--- src/rtl/wide_value_loader.sv ---
// wide_value_loader: assembles a little-endian byte stream into a WIDTH-bit
// shadow register and commits it atomically into value_q; value_q otherwise
// holds or inverts every cycle under toggle_en.
// Optional build macro WIDE_VALUE_LOADER_PARITY_EN adds even-parity checking
// (in_parity / err_parity); a frame with any parity mismatch is not committed.
module wide_value_loader #(
    parameter int unsigned WIDTH = 32
) (
    input  logic             CLK,
    input  logic             RST_N,
    input  logic             in_valid,
    output logic             in_ready,
    input  logic [7:0]       in_data,
    input  logic             in_last,
    input  logic             toggle_en,
    output logic [WIDTH-1:0] value_q,
    output logic             commit,
    output logic             err_len
`ifdef WIDE_VALUE_LOADER_PARITY_EN
    ,
    input  logic             in_parity,
    output logic             err_parity
`endif
);

    localparam int unsigned NBYTES = (WIDTH + 7) / 8;
    localparam int unsigned SW     = NBYTES * 8;
    localparam int unsigned CW     = $clog2(NBYTES) + 1;
    localparam int unsigned NFULL  = WIDTH / 8;

    // Reset pattern: byte i = i for every complete byte, all remaining bits set.
    function automatic logic [SW-1:0] reset_pattern();
        logic [SW-1:0] p;
        p = '1;
        for (int unsigned i = 0; i < NFULL; i++) begin
            p[i*8 +: 8] = 8'(i);
        end
        return p;
    endfunction

    localparam logic [SW-1:0]    RST_SHADOW = reset_pattern();
    localparam logic [WIDTH-1:0] RST_VALUE  = RST_SHADOW[WIDTH-1:0];

    typedef enum logic [1:0] {
        S_IDLE,
        S_LOAD,
        S_DRAIN,
        S_COMMIT
    } state_e;

    state_e          state_q, state_d;
    logic [CW-1:0]   cnt_q, cnt_d;
    logic [SW-1:0]   shadow_q, shadow_d;
    logic [WIDTH-1:0] value_d;
    logic            commit_q, commit_d;
    logic            err_len_q, err_len_d;
    logic            ready_q, ready_d;

    logic            accept;
    logic            wr_en;
    logic [CW-1:0]   wr_idx;
    logic            goto_commit;
    logic            last_slot;

`ifdef WIDE_VALUE_LOADER_PARITY_EN
    logic            bad_q, bad_d;
    logic            err_parity_q, err_parity_d;
    logic            byte_bad;
`endif

    assign in_ready = ready_q;
    assign commit   = commit_q;
    assign err_len  = err_len_q;
`ifdef WIDE_VALUE_LOADER_PARITY_EN
    assign err_parity = err_parity_q;
`endif

    // Next-state, shadow capture, value update and pulse generation.
    always_comb begin
        state_d     = state_q;
        cnt_d       = cnt_q;
        shadow_d    = shadow_q;
        value_d     = toggle_en ? ~value_q : value_q;
        commit_d    = 1'b0;
        err_len_d   = 1'b0;
        wr_en       = 1'b0;
        wr_idx      = '0;
        goto_commit = 1'b0;
        accept      = in_valid && ready_q;
        last_slot   = (cnt_q + CW'(1)) == CW'(NBYTES);
`ifdef WIDE_VALUE_LOADER_PARITY_EN
        bad_d        = bad_q;
        err_parity_d = 1'b0;
        byte_bad     = in_parity != (^in_data);
`endif

        case (state_q)
            S_IDLE: begin
                if (accept) begin
                    wr_en  = 1'b1;
                    wr_idx = '0;
                    cnt_d  = CW'(1);
                    if (NBYTES == 1) begin
                        goto_commit = 1'b1;
                    end else if (in_last) begin
                        err_len_d = 1'b1;
                        cnt_d     = '0;
                    end else begin
                        state_d = S_LOAD;
                    end
                end
            end
            S_LOAD: begin
                if (accept) begin
                    wr_en  = 1'b1;
                    wr_idx = cnt_q;
                    cnt_d  = cnt_q + CW'(1);
                    if (in_last) begin
                        if (last_slot) begin
                            goto_commit = 1'b1;
                        end else begin
                            err_len_d = 1'b1;
                            state_d   = S_IDLE;
                            cnt_d     = '0;
                        end
                    end else if (last_slot) begin
                        state_d = S_DRAIN;
                    end
                end
            end
            S_DRAIN: begin
                if (accept && in_last) begin
                    err_len_d = 1'b1;
                    state_d   = S_IDLE;
                    cnt_d     = '0;
                end
            end
            S_COMMIT: begin
                value_d  = shadow_q[WIDTH-1:0];
                commit_d = 1'b1;
                state_d  = S_IDLE;
                cnt_d    = '0;
            end
            default: begin
                state_d = S_IDLE;
                cnt_d   = '0;
            end
        endcase

        // A completed frame either commits or, if marked bad, is dropped.
        if (goto_commit) begin
`ifdef WIDE_VALUE_LOADER_PARITY_EN
            if (bad_q || byte_bad) begin
                err_parity_d = 1'b1;
                state_d      = S_IDLE;
                cnt_d        = '0;
            end else begin
                state_d = S_COMMIT;
            end
`else
            state_d = S_COMMIT;
`endif
        end

`ifdef WIDE_VALUE_LOADER_PARITY_EN
        if (accept && (state_q == S_LOAD)) begin
            bad_d = bad_q | byte_bad;
        end else if (accept && (state_q == S_IDLE)) begin
            bad_d = byte_bad;
        end
        if (state_d == S_IDLE) begin
            bad_d = 1'b0;
        end
`endif

        for (int unsigned i = 0; i < NBYTES; i++) begin
            if (wr_en && (wr_idx == CW'(i))) begin
                shadow_d[i*8 +: 8] = in_data;
            end
        end

        ready_d = (state_d != S_COMMIT);
    end

    // State and datapath registers.
    always_ff @(posedge CLK or negedge RST_N) begin
        if (!RST_N) begin
            state_q   <= S_IDLE;
            cnt_q     <= '0;
            shadow_q  <= RST_SHADOW;
            value_q   <= RST_VALUE;
            commit_q  <= 1'b0;
            err_len_q <= 1'b0;
            ready_q   <= 1'b1;
        end else begin
            state_q   <= state_d;
            cnt_q     <= cnt_d;
            shadow_q  <= shadow_d;
            value_q   <= value_d;
            commit_q  <= commit_d;
            err_len_q <= err_len_d;
            ready_q   <= ready_d;
        end
    end

`ifdef WIDE_VALUE_LOADER_PARITY_EN
    // Parity tracking registers.
    always_ff @(posedge CLK or negedge RST_N) begin
        if (!RST_N) begin
            bad_q        <= 1'b0;
            err_parity_q <= 1'b0;
        end else begin
            bad_q        <= bad_d;
            err_parity_q <= err_parity_d;
        end
    end
`endif

endmodule

--- config.mk ---
export PLATFORM = sky130hd
export DESIGN_NAME = wide_value_loader
export DESIGN_NICKNAME = d
export VERILOG_FILES = /design/src/rtl/wide_value_loader.sv
export SDC_FILE = /design/constraint.sdc
export NUM_CORES = 1
export LEC_CHECK = 0
export BUFFER_PORTS_ARGS = -buffer_cell sky130_fd_sc_hd__buf_2
export CAP_MARGIN = 25
export CORE_ASPECT_RATIO = 1.25
export CORE_UTILIZATION = 25
export CTS_CLUSTER_DIAMETER = 80
export DETAILED_ROUTE_END_ITERATION = 8
export MAX_ROUTING_LAYER = met4
export SYNTH_ARGS = -nofsm -noshare
export SYNTH_HDL_FRONTEND = slang
export SYNTH_SLANG_ARGS = --single-unit
--- constraint.sdc ---
create_clock -name CLK -period 2 [get_ports CLK]
set_input_delay 0.1 -clock CLK [delete_from_list [all_inputs] [get_ports CLK]]
set_output_delay 0.1 -clock CLK [all_outputs]
set_load 0.03 [all_outputs]
==> results of run 1 <==
stage by stage:
stage / utilization, % / std cells
2_1_floorplan: - / 256
4_1_cts: 32.08 / 476
5_1_grt: 32.08 / 476
3_3_place_gp: 29.62 / 459
6_report: 32.08 / 476
3_5_place_dp: 29.62 / 459
final timing paths:
path,startpoint,to,slack (ns),depth (start not counted)
worst max-delay path,in_ready$_DFF_PN1_,shadow_q[19]$_DFFE_PN0P_,0.22,3
worst min-delay path,in_data[1],shadow_q[17]$_DFFE_PN1P_,0.08,2
worst max register to register,in_ready$_DFF_PN1_,shadow_q[19]$_DFFE_PN0P_,0.22,3
worst min register to register,shadow_q[15]$_DFFE_PN0P_,value_q[15]$_DFFE_PN0P_,0.48,2
max in group asynchronous,RST_N,value_q[17]$_DFFE_PN1P_,1.04,3
min in group asynchronous,RST_N,value_q[15]$_DFFE_PN0P_,0.30,2
where the power goes:
part           internal [mW]  leakage (nW)  switching [mW]
sequential              2.09         0.862           0.372
clock                  0.993         0.146           0.573
combinational          0.784         0.675            1.14
total                   3.87          1.68            2.08
area by class of cell:
| type | instances | area share (%) |
|---|---|---|
| Clock inverter | 4 | 1.149 |
| Tap cell | 164 | 5.235 |
| Clock buffer | 12 | 6.288 |
| Multi-Input combinational cell | 167 | 32.33 |
| Inverter | 2 | 0.1915 |
| Timing Repair Buffer | 55 | 8.554 |
| Sequential cell | 72 | 46.25 |
state kept, by name, summed over array words and instances, names as in the netlist:
| name | cells |
|---|---|
| err_len | 1 |
| commit | 1 |
| in_ready | 1 |
| state_q | 2 |
| shadow_q | 32 |
| cnt_q | 3 |
| value_q | 32 |
repair_timing:
item	CTS	global route
endpoints found under the setup margin	0	0
endpoints found under the hold margin	18	0
hold buffers	1	0
cells in the final DEF (no fill, tap or decap), types with 3 or more instances in the layout:
master	count
dfrtp_1	63
nand2_1	35
xnor2_1	32
buf_12	3
dfstp_2	9
o21ai_0	33
mux2_4	8
buf_2	47
mux2_2	24
nand4_1	4
buf_4	4
clkinv_2	3
clkbuf_16	9
cell families (layout without fill, tap and decap cells):
group                      count (synthesis)  in the layout
DFF                                       72             72
adders and majority gates                  2              2
muxes                                     33             33
buffers and inverters                     17             73
and+or+nand+nor                           54             54
AOI/OAI and AO/OA                         45             45
xor gates and xnor gates                  33             33
critical path, delay by kind of cell (launching register included):
kind / cells / cell delay (ns)
AND/OR/NAND/NOR: 2 / 0.74
flip-flops: 1 / 0.59
multiplexers: 1 / 0.33
layer usage:
metal	global-route usage (%)	wire length (um)	share of wire (%)
met2	17.92	3170	47
met1	14.25	3063	46
met5	-	0	0
met4	5.042	115	1.7
met3	3.720	339	5.1
==> flow_summary.json, run 1 <==
{
  "totalWireLength_mm": 6.689,
  "die_h_um": 127.6,
  "drt-initial-drc-count": 194,
  "grt_overflow_total": 0,
  "cts.htree.levels": 3,
  "pre_cts_ws_ns": 0.2294,
  "nets": 322,
  "synth-seq-cells": 72,
  "ys_top_cells_by_count": "dfrtp_1 (63), nand2_1 (35), o21ai_0 (33), xnor2_1 (32), mux2_2 (24)",
  "dieArea_sq_um": 13080,
  "max_clock_freq_ghz": 0.5604,
  "grt_max_degree": 33,
  "cp_slowest_cell": "or4b_4",
  "synth_xor_area_share_pct": 9.159,
  "setup_viol": 0,
  "ys_seq_area_share_pct": 57.45,
  "synth-async-reset-ratio_pct": 100.0,
  "multi_input_area_sq_um": 1267,
  "post_cts_buffers": 0,
  "synth.distinct_cells": 41,
  "synthMostInstantiatedCell": "dfrtp_1",
  "clk_pin_slew_ns": 0.06,
  "syn_nets": 271,
  "netlist_top_cells_area": "dfrtp_1 (50%), xnor2_1 (8.9%), mux2_2 (8.6%), dfstp_2 (7.5%), o21ai_0 (5.2%)",
  "cts_tree": "done",
  "maxSlewHeadroom_pct": 63.88,
  "power.leakage_nw": 1.683,
  "antenna_cells": 0,
  "powerDensity_nw_per_um2": 1518,
  "cts_sinks": 72,
  "crit_required_ns": 2.21,
  "synth_top_area_cell": "dfrtp_1",
  "fin_crit_sh_pct": 89.22,
  "grt_pass1_vias": 2213,
  "synth.cell_area_sq_um": 3156,
  "ant_nets": 0,
  "yosys.area_share.simple_pct": 9.318,
  "crit_path_max_fanout": 8,
  "drt_first_pass_iters": 4,
  "arrival_ns": 1.99,
  "n_fill_cell": 1239,
  "min_period_ns": 1.784,
  "critical_path_class": "reg -> reg",
  "area_delta_synth_final_pct": 24.23,
  "synth_top_family_by_area": "multiplexers",
  "synth_edf_count": 0,
  "fp-row-count": 45,
  "final-hold-violation-count": 0,
  "grt_antenna_before_repair": 0,
  "regArea_sq_um": 1813,
  "wl_per_cell_um": 14.05,
  "maxCapViolCount": 0,
  "synth_top_area_share_pct": 49.96,
  "post_cts_resized": 0,
  "numPortBuffers": 47,
  "final_area_sq_um": 3920,
  "endpoint_kind": "flop",
  "slew_viol_final": 0,
  "die_w_um": 102.5,
  "ios": 48,
  "gp_congestion": 0.8132,
  "hp-class": "in -> reg",
  "synth-compound-area-share_pct": 8.208,
  "core-area_sq_um": 12220,
  "status": "finished clean",
  "syn_area_per_cell_sq_um": 12.33,
  "dp_hpwl_mm": 4.758,
  "worst_pin_slew_ns": 0.5418,
  "skew_ns": 0.005828,
  "max_stage_delay_ns": 0.63,
  "syn_inst": 256,
  "fin_total_pwr_mw": 5.951,
  "yosys.area_share.adder_pct": 0.7930,
  "clockRootBuffer": "clkbuf_16",
  "whs_ns": 0.08047,
  "setup_slack_ns": 0.2155,
  "ir_drop_v": 0.0004472,
  "vias": 2038,
  "cts_buffers": 9,
  "start_util_pct": 25.83,
  "tns_ns": 0,
  "grt_pass1_wl_mm": 11.21,
  "ys.flop_type": "dfrtp_1",
  "rsz0062_at_grt": "no",
  "muxShareOfSynthArea_pct": 12.69,
  "path_cells": "nand4b_4, or4b_4, mux2_4",
  "place_area_sq_um": 3618,
  "clk_latency_ns": 0.33,
  "drive_gt1_share_pct": 37.50,
  "cp-start-kind": "flop",
  "yosysWarnings": 0,
  "cts_buffer_depth": 2,
  "track_usage_pct": 11.78,
  "drc": 0,
  "via_per_inst": 4.282
}
Note: power is estimated with default switching activity, not from simulation.
==> inputs of run 2 (changes only) <==
--- a/config.mk
+++ b/config.mk
@@ -12,6 +12,7 @@
 export CTS_CLUSTER_DIAMETER = 80
 export DETAILED_ROUTE_END_ITERATION = 8
 export MAX_ROUTING_LAYER = met4
+export PLACE_DENSITY = 0.41
 export SYNTH_ARGS = -nofsm -noshare
 export SYNTH_HDL_FRONTEND = slang
 export SYNTH_SLANG_ARGS = --single-unit
==> flow_summary.json, run 2 (synthesized netlist as in run 1, its figures left out) <==
{
  "hp-class": "in -> reg",
  "final-hold-violation-count": 0,
  "use_met3_pct": 3.556,
  "rsz0062_at_grt": "no",
  "ios": 48,
  "cp-start-kind": "flop",
  "n_fill_cell": 1256,
  "die_w_um": 102.5,
  "use_met1_pct": 15.81,
  "powerDensity_nw_per_um2": 1538,
  "crit_path_max_fanout": 8,
  "max_stage_delay_ns": 0.64,
  "grtUsageMet2_pct": 17.37,
  "status": "finished clean",
  "numPortBuffers": 47,
  "crit_required_ns": 2.22,
  "wl_per_cell_um": 14.51,
  "grt_overflow_total": 0,
  "critical_path_class": "reg -> reg",
  "fp-row-count": 45,
  "grt_max_degree": 73,
  "drt-initial-drc-count": 81,
  "vias": 2045,
  "area_delta_synth_final_pct": 25.42,
  "min_period_ns": 1.791,
  "slew_viol_final": 0,
  "cts_tree": "done",
  "tns_ns": 0,
  "top_regs": "shadow_q (32), value_q (32), cnt_q (3)",
  "max_clock_freq_ghz": 0.5585,
  "dieArea_sq_um": 13080,
  "grt_pass1_wl_mm": 11.43,
  "maxCapViolCount": 0,
  "core-area_sq_um": 12220,
  "cts_sinks": 72,
  "drc": 0,
  "die_h_um": 127.6,
  "ant_nets": 0,
  "grt_pass1_vias": 2129,
  "clk_pin_slew_ns": 0.06,
  "layout_common_cells": "dfrtp_1 (63), buf_2 (47), nand2_1 (35)",
  "start_util_pct": 25.83,
  "layout_commonest_cell": "dfrtp_1",
  "setup_viol": 0,
  "worst_pin_slew_ns": 0.5591,
  "drive_gt1_share_pct": 38.34,
  "endpoint_kind": "flop",
  "post_cts_resized": 0,
  "grt_antenna_before_repair": 0,
  "clockRootBuffer": "clkbuf_16",
  "cts_buffer_depth": 2,
  "ctsHoldBuffers": 1,
  "cts_buffers": 9,
  "cts.htree.levels": 3,
  "via_per_inst": 4.287,
  "track_usage_pct": 12.12,
  "fin_total_pwr_mw": 6.088,
  "antenna_cells": 0,
  "maxSlewHeadroom_pct": 62.73,
  "nets": 323,
  "fin_crit_sh_pct": 89.53,
  "path_cells": "nand4b_4, or4b_4, mux2_4",
  "arrival_ns": 2.01,
  "ir_drop_v": 0.0004483,
  "dp_hpwl_mm": 4.567,
  "drt_first_pass_iters": 4,
  "grt_busiest_layer": "met2",
  "gp_congestion": 0.8060,
  "skew_ns": 0.005862,
  "totalWireLength_mm": 6.922,
  "power.leakage_nw": 1.700,
  "post_cts_buffers": 0,
  "cp_slowest_cell": "or4b_4",
  "clk_latency_ns": 0.33
}
[run 2: cell types whose count changed in the layout (fill, tap and decap cells not counted), sizes merged]
cell / before / now
clkinvlp: 0 / 1
bufinv: 1 / 2
buf: 54 / 55
clkbuf: 12 / 10
[run 2: routing by layer]
metal	vias to the layer above	routed length, um
li1	975	-
met1	1016	3361
met2	43	3111
met3	11	315
met4	0	133
met5	-	0
[run 2: worst max-delay path: cells and delay by family (launching register included)]
family,cells,cell delay [ns]
mux,1,0.34
flops,1,0.58
simple gates,2,0.76
[run 2: cell type report]
class	instances	area [sq um]	area share, %
Clock inverter	6	82.58	2.087
Tap cell	164	205.2	5.185
Inverter	2	7.507	0.1897
Sequential cell	72	1813	45.81
Clock buffer	10	239.0	6.039
Multi-Input combinational cell	167	1267	32.03
Timing Repair Buffer	56	342.8	8.663
[run 2: worst paths after layout]
path | start | to | slack [ns] | depth (start not counted)
min in group asynchronous | RST_N | value_q[19]$_DFFE_PN0P_ | 0.34 | 3
worst min register to register | shadow_q[24]$_DFFE_PN1P_ | value_q[24]$_DFFE_PN1P_ | 0.47 | 2
worst max-delay path | in_ready$_DFF_PN1_ | shadow_q[16]$_DFFE_PN0P_ | 0.21 | 3
worst max register to register | in_ready$_DFF_PN1_ | shadow_q[16]$_DFFE_PN0P_ | 0.21 | 3
max in group asynchronous | RST_N | value_q[8]$_DFFE_PN1P_ | 1.32 | 3
worst min-delay path | in_data[1] | shadow_q[17]$_DFFE_PN1P_ | 0.08 | 2
[run 2: metrics by stage]
stage | cell area [sq um] | util, % | instances | setup WS [ns] | hold slack [ns]
after floorplan | 3156 | - | 256 | 0.1474 | -0.1956
after global placement | 3626 | 29.68 | 460 | 0.2419 | 0.1693
after detailed placement | 3626 | 29.68 | 460 | 0.2015 | 0.1702
after CTS | 3958 | 32.39 | 477 | 0.1905 | 0.07696
after global routing | 3958 | 32.39 | 477 | 0.1684 | 0.08934
final | 3958 | 32.39 | 477 | 0.2095 | 0.07729
[run 2: report_power, final]
part	total, mW	internal [mW]	leakage, nW	switching (mW)
Combinational	1.92	0.789	0.679	1.13
Clock	1.72	1.12	0.158	0.599
Sequential	2.46	2.09	0.862	0.366
Total	6.09	4.00	1.70	2.09
==> inputs of run 3 (changes only) <==
--- a/config.mk
+++ b/config.mk
@@ -7,7 +7,6 @@
 export LEC_CHECK = 0
 export BUFFER_PORTS_ARGS = -buffer_cell sky130_fd_sc_hd__buf_2
 export CAP_MARGIN = 25
-export CORE_ASPECT_RATIO = 1.25
 export CORE_UTILIZATION = 25
 export CTS_CLUSTER_DIAMETER = 80
 export DETAILED_ROUTE_END_ITERATION = 8
==> flow_summary.json, run 3 (synthesized netlist as in run 1, its figures left out) <==
{
  "drt_first_pass_iters": 4,
  "max_clock_freq_ghz": 0.5494,
  "track_usage_pct": 11.99,
  "endpoint_kind": "flop",
  "path_buf_inv": 0,
  "cts_buffer_depth": 2,
  "nets": 321,
  "grt_antenna_before_repair": 0,
  "post_cts_resized": 0,
  "ios": 48,
  "whs_path_depth": 2,
  "max_stage_delay_ns": 0.65,
  "p_clk_share_pct": 28.0,
  "worst_pin_slew_ns": 0.4415,
  "cellInternalPower_mw": 3.969,
  "layout_common_cells": "dfrtp_1 (63), buf_2 (46), nand2_1 (35)",
  "core-area_sq_um": 12160,
  "die_h_um": 114.4,
  "cp-start-kind": "flop",
  "ant_nets": 0,
  "ir_drop_v": 0.0004220,
  "antenna_cells": 0,
  "vias": 2060,
  "setup_slack_ns": 0.1799,
  "grt_overflow_total": 0,
  "powerDensity_nw_per_um2": 1552,
  "dp_hpwl_mm": 4.542,
  "status": "finished clean",
  "rsz0062_at_grt": "no",
  "min_period_ns": 1.820,
  "grt_max_degree": 73,
  "critical_path_class": "reg -> reg",
  "fin_crit_sh_pct": 91.00,
  "cts_tree": "done",
  "layout_commonest_cell": "dfrtp_1",
  "pre_cts_ws_ns": 0.2008,
  "tns_ns": 0,
  "numPortBuffers": 47,
  "hp-class": "in -> reg",
  "gp_congestion": 0.8027,
  "wl_per_cell_um": 14.49,
  "cp.depth": 3,
  "clk_pin_slew_ns": 0.06,
  "drt-initial-drc-count": 85,
  "cts_sinks": 72,
  "grt_pass1_wl_mm": 11.58,
  "regArea_sq_um": 1813,
  "totalWireLength_mm": 6.939,
  "p_comb_share_pct": 31.5,
  "crit_required_ns": 2.20,
  "cts_buffers": 9,
  "setup_viol": 0,
  "maxCapViolCount": 0,
  "maxSlewHeadroom_pct": 70.57,
  "drc": 0,
  "dieArea_sq_um": 13080,
  "cp_slowest_cell": "or4b_4",
  "p_seq_share_pct": 40.6,
  "crit_path_max_fanout": 8,
  "n_fill_cell": 1245,
  "crit_family": "simple AND/OR/NAND/NOR gates",
  "clk_latency_ns": 0.33,
  "skew_ns": 0.008256,
  "area_delta_synth_final_pct": 24.50,
  "p_switching_mw": 2.126,
  "cts.htree.levels": 3,
  "switching_share_pct": 34.88,
  "multi_input_area_sq_um": 1267,
  "drive_gt1_share_pct": 37.62,
  "arrival_ns": 2.02,
  "clockRootBuffer": "clkbuf_16",
  "top_regs": "shadow_q (32), value_q (32), cnt_q (3)",
  "die_w_um": 114.4,
  "via_per_inst": 4.301,
  "fp-row-count": 40,
  "final-hold-violation-count": 0,
  "grt_pass1_vias": 2136,
  "start_util_pct": 25.95,
  "power.leakage_nw": 1.689,
  "path_cells": "nand4b_4, or4b_4, mux2_4",
  "worstRegToRegCells": 3,
  "slew_viol_final": 0
}
==> run 3: cell types whose count changed in the layout (fill, tap and decap cells not counted), sizes merged <==
cell	before	now
buf	55	53
clkinvlp	1	0
inv	2	3
==> run 3: final timing paths <==
check / slack (ns) / from / to
worst max-delay path: 0.18 / in_ready$_DFF_PN1_ / shadow_q[23]$_DFFE_PN0P_
worst min-delay path: 0.05 / in_data[4] / shadow_q[20]$_DFFE_PN0P_
worst max register to register: 0.18 / in_ready$_DFF_PN1_ / shadow_q[23]$_DFFE_PN0P_
worst min register to register: 0.47 / shadow_q[26]$_DFFE_PN0P_ / value_q[26]$_DFFE_PN0P_
max in group asynchronous: 1.31 / RST_N / in_ready$_DFF_PN1_
min in group asynchronous: 0.31 / RST_N / shadow_q[26]$_DFFE_PN0P_
==> run 3: final cells by class <==
type	instances	share of cell area (%)
Clock inverter	6	2.134
Timing Repair Buffer	54	8.089
Inverter	2	0.1911
Clock buffer	10	5.828
Multi-Input combinational cell	167	32.26
Sequential cell	72	46.15
Tap cell	168	5.350
==> run 3: repair_timing <==
item                                   4_1_cts  5_1_grt
endpoints found under the hold margin       63        0
hold buffers                                 1        0
setup buffers                                0        0
==> run 3: routing by layer <==
layer  up-vias  share of wire (%)  track usage [%]
li1        976                  -                -
met1      1033                 52            16.72
met2        41                 44            16.73
met3        10                2.8            2.647
met4         0                1.5            4.935
met5         -                  0                -
==> run 3: worst reg2reg max path, delay by kind of cell, from the launching register on <==
family	cells	cell delay (ns)
flops	1	0.59
mux	1	0.34
simple gates	2	0.77
==> run 3: metrics by stage <==
step	total power, mW	instance area, sq um	std cells	utilization (%)	hold WS [ns]
finish	6.096	3929	479	32.30	0.05497
detailed placement	4.442	3606	462	29.65	0.1519
CTS	6.179	3929	479	32.30	0.05148
global placement	4.428	3606	462	29.65	0.1510
floorplan	3.838	3156	256	-	-0.1956
global route	6.459	3929	479	32.30	0.06084
==> run 3: power by group through the flow <==
stage	registers (mW)	logic, mW	clock network (mW)
3_3_place_gp	2.50	1.92	0
5_1_grt	2.56	2.08	1.82
2_1_floorplan	3.10	0.734	0
3_5_place_dp	2.51	1.94	0
6_report	2.47	1.92	1.70
4_1_cts	2.49	1.95	1.74
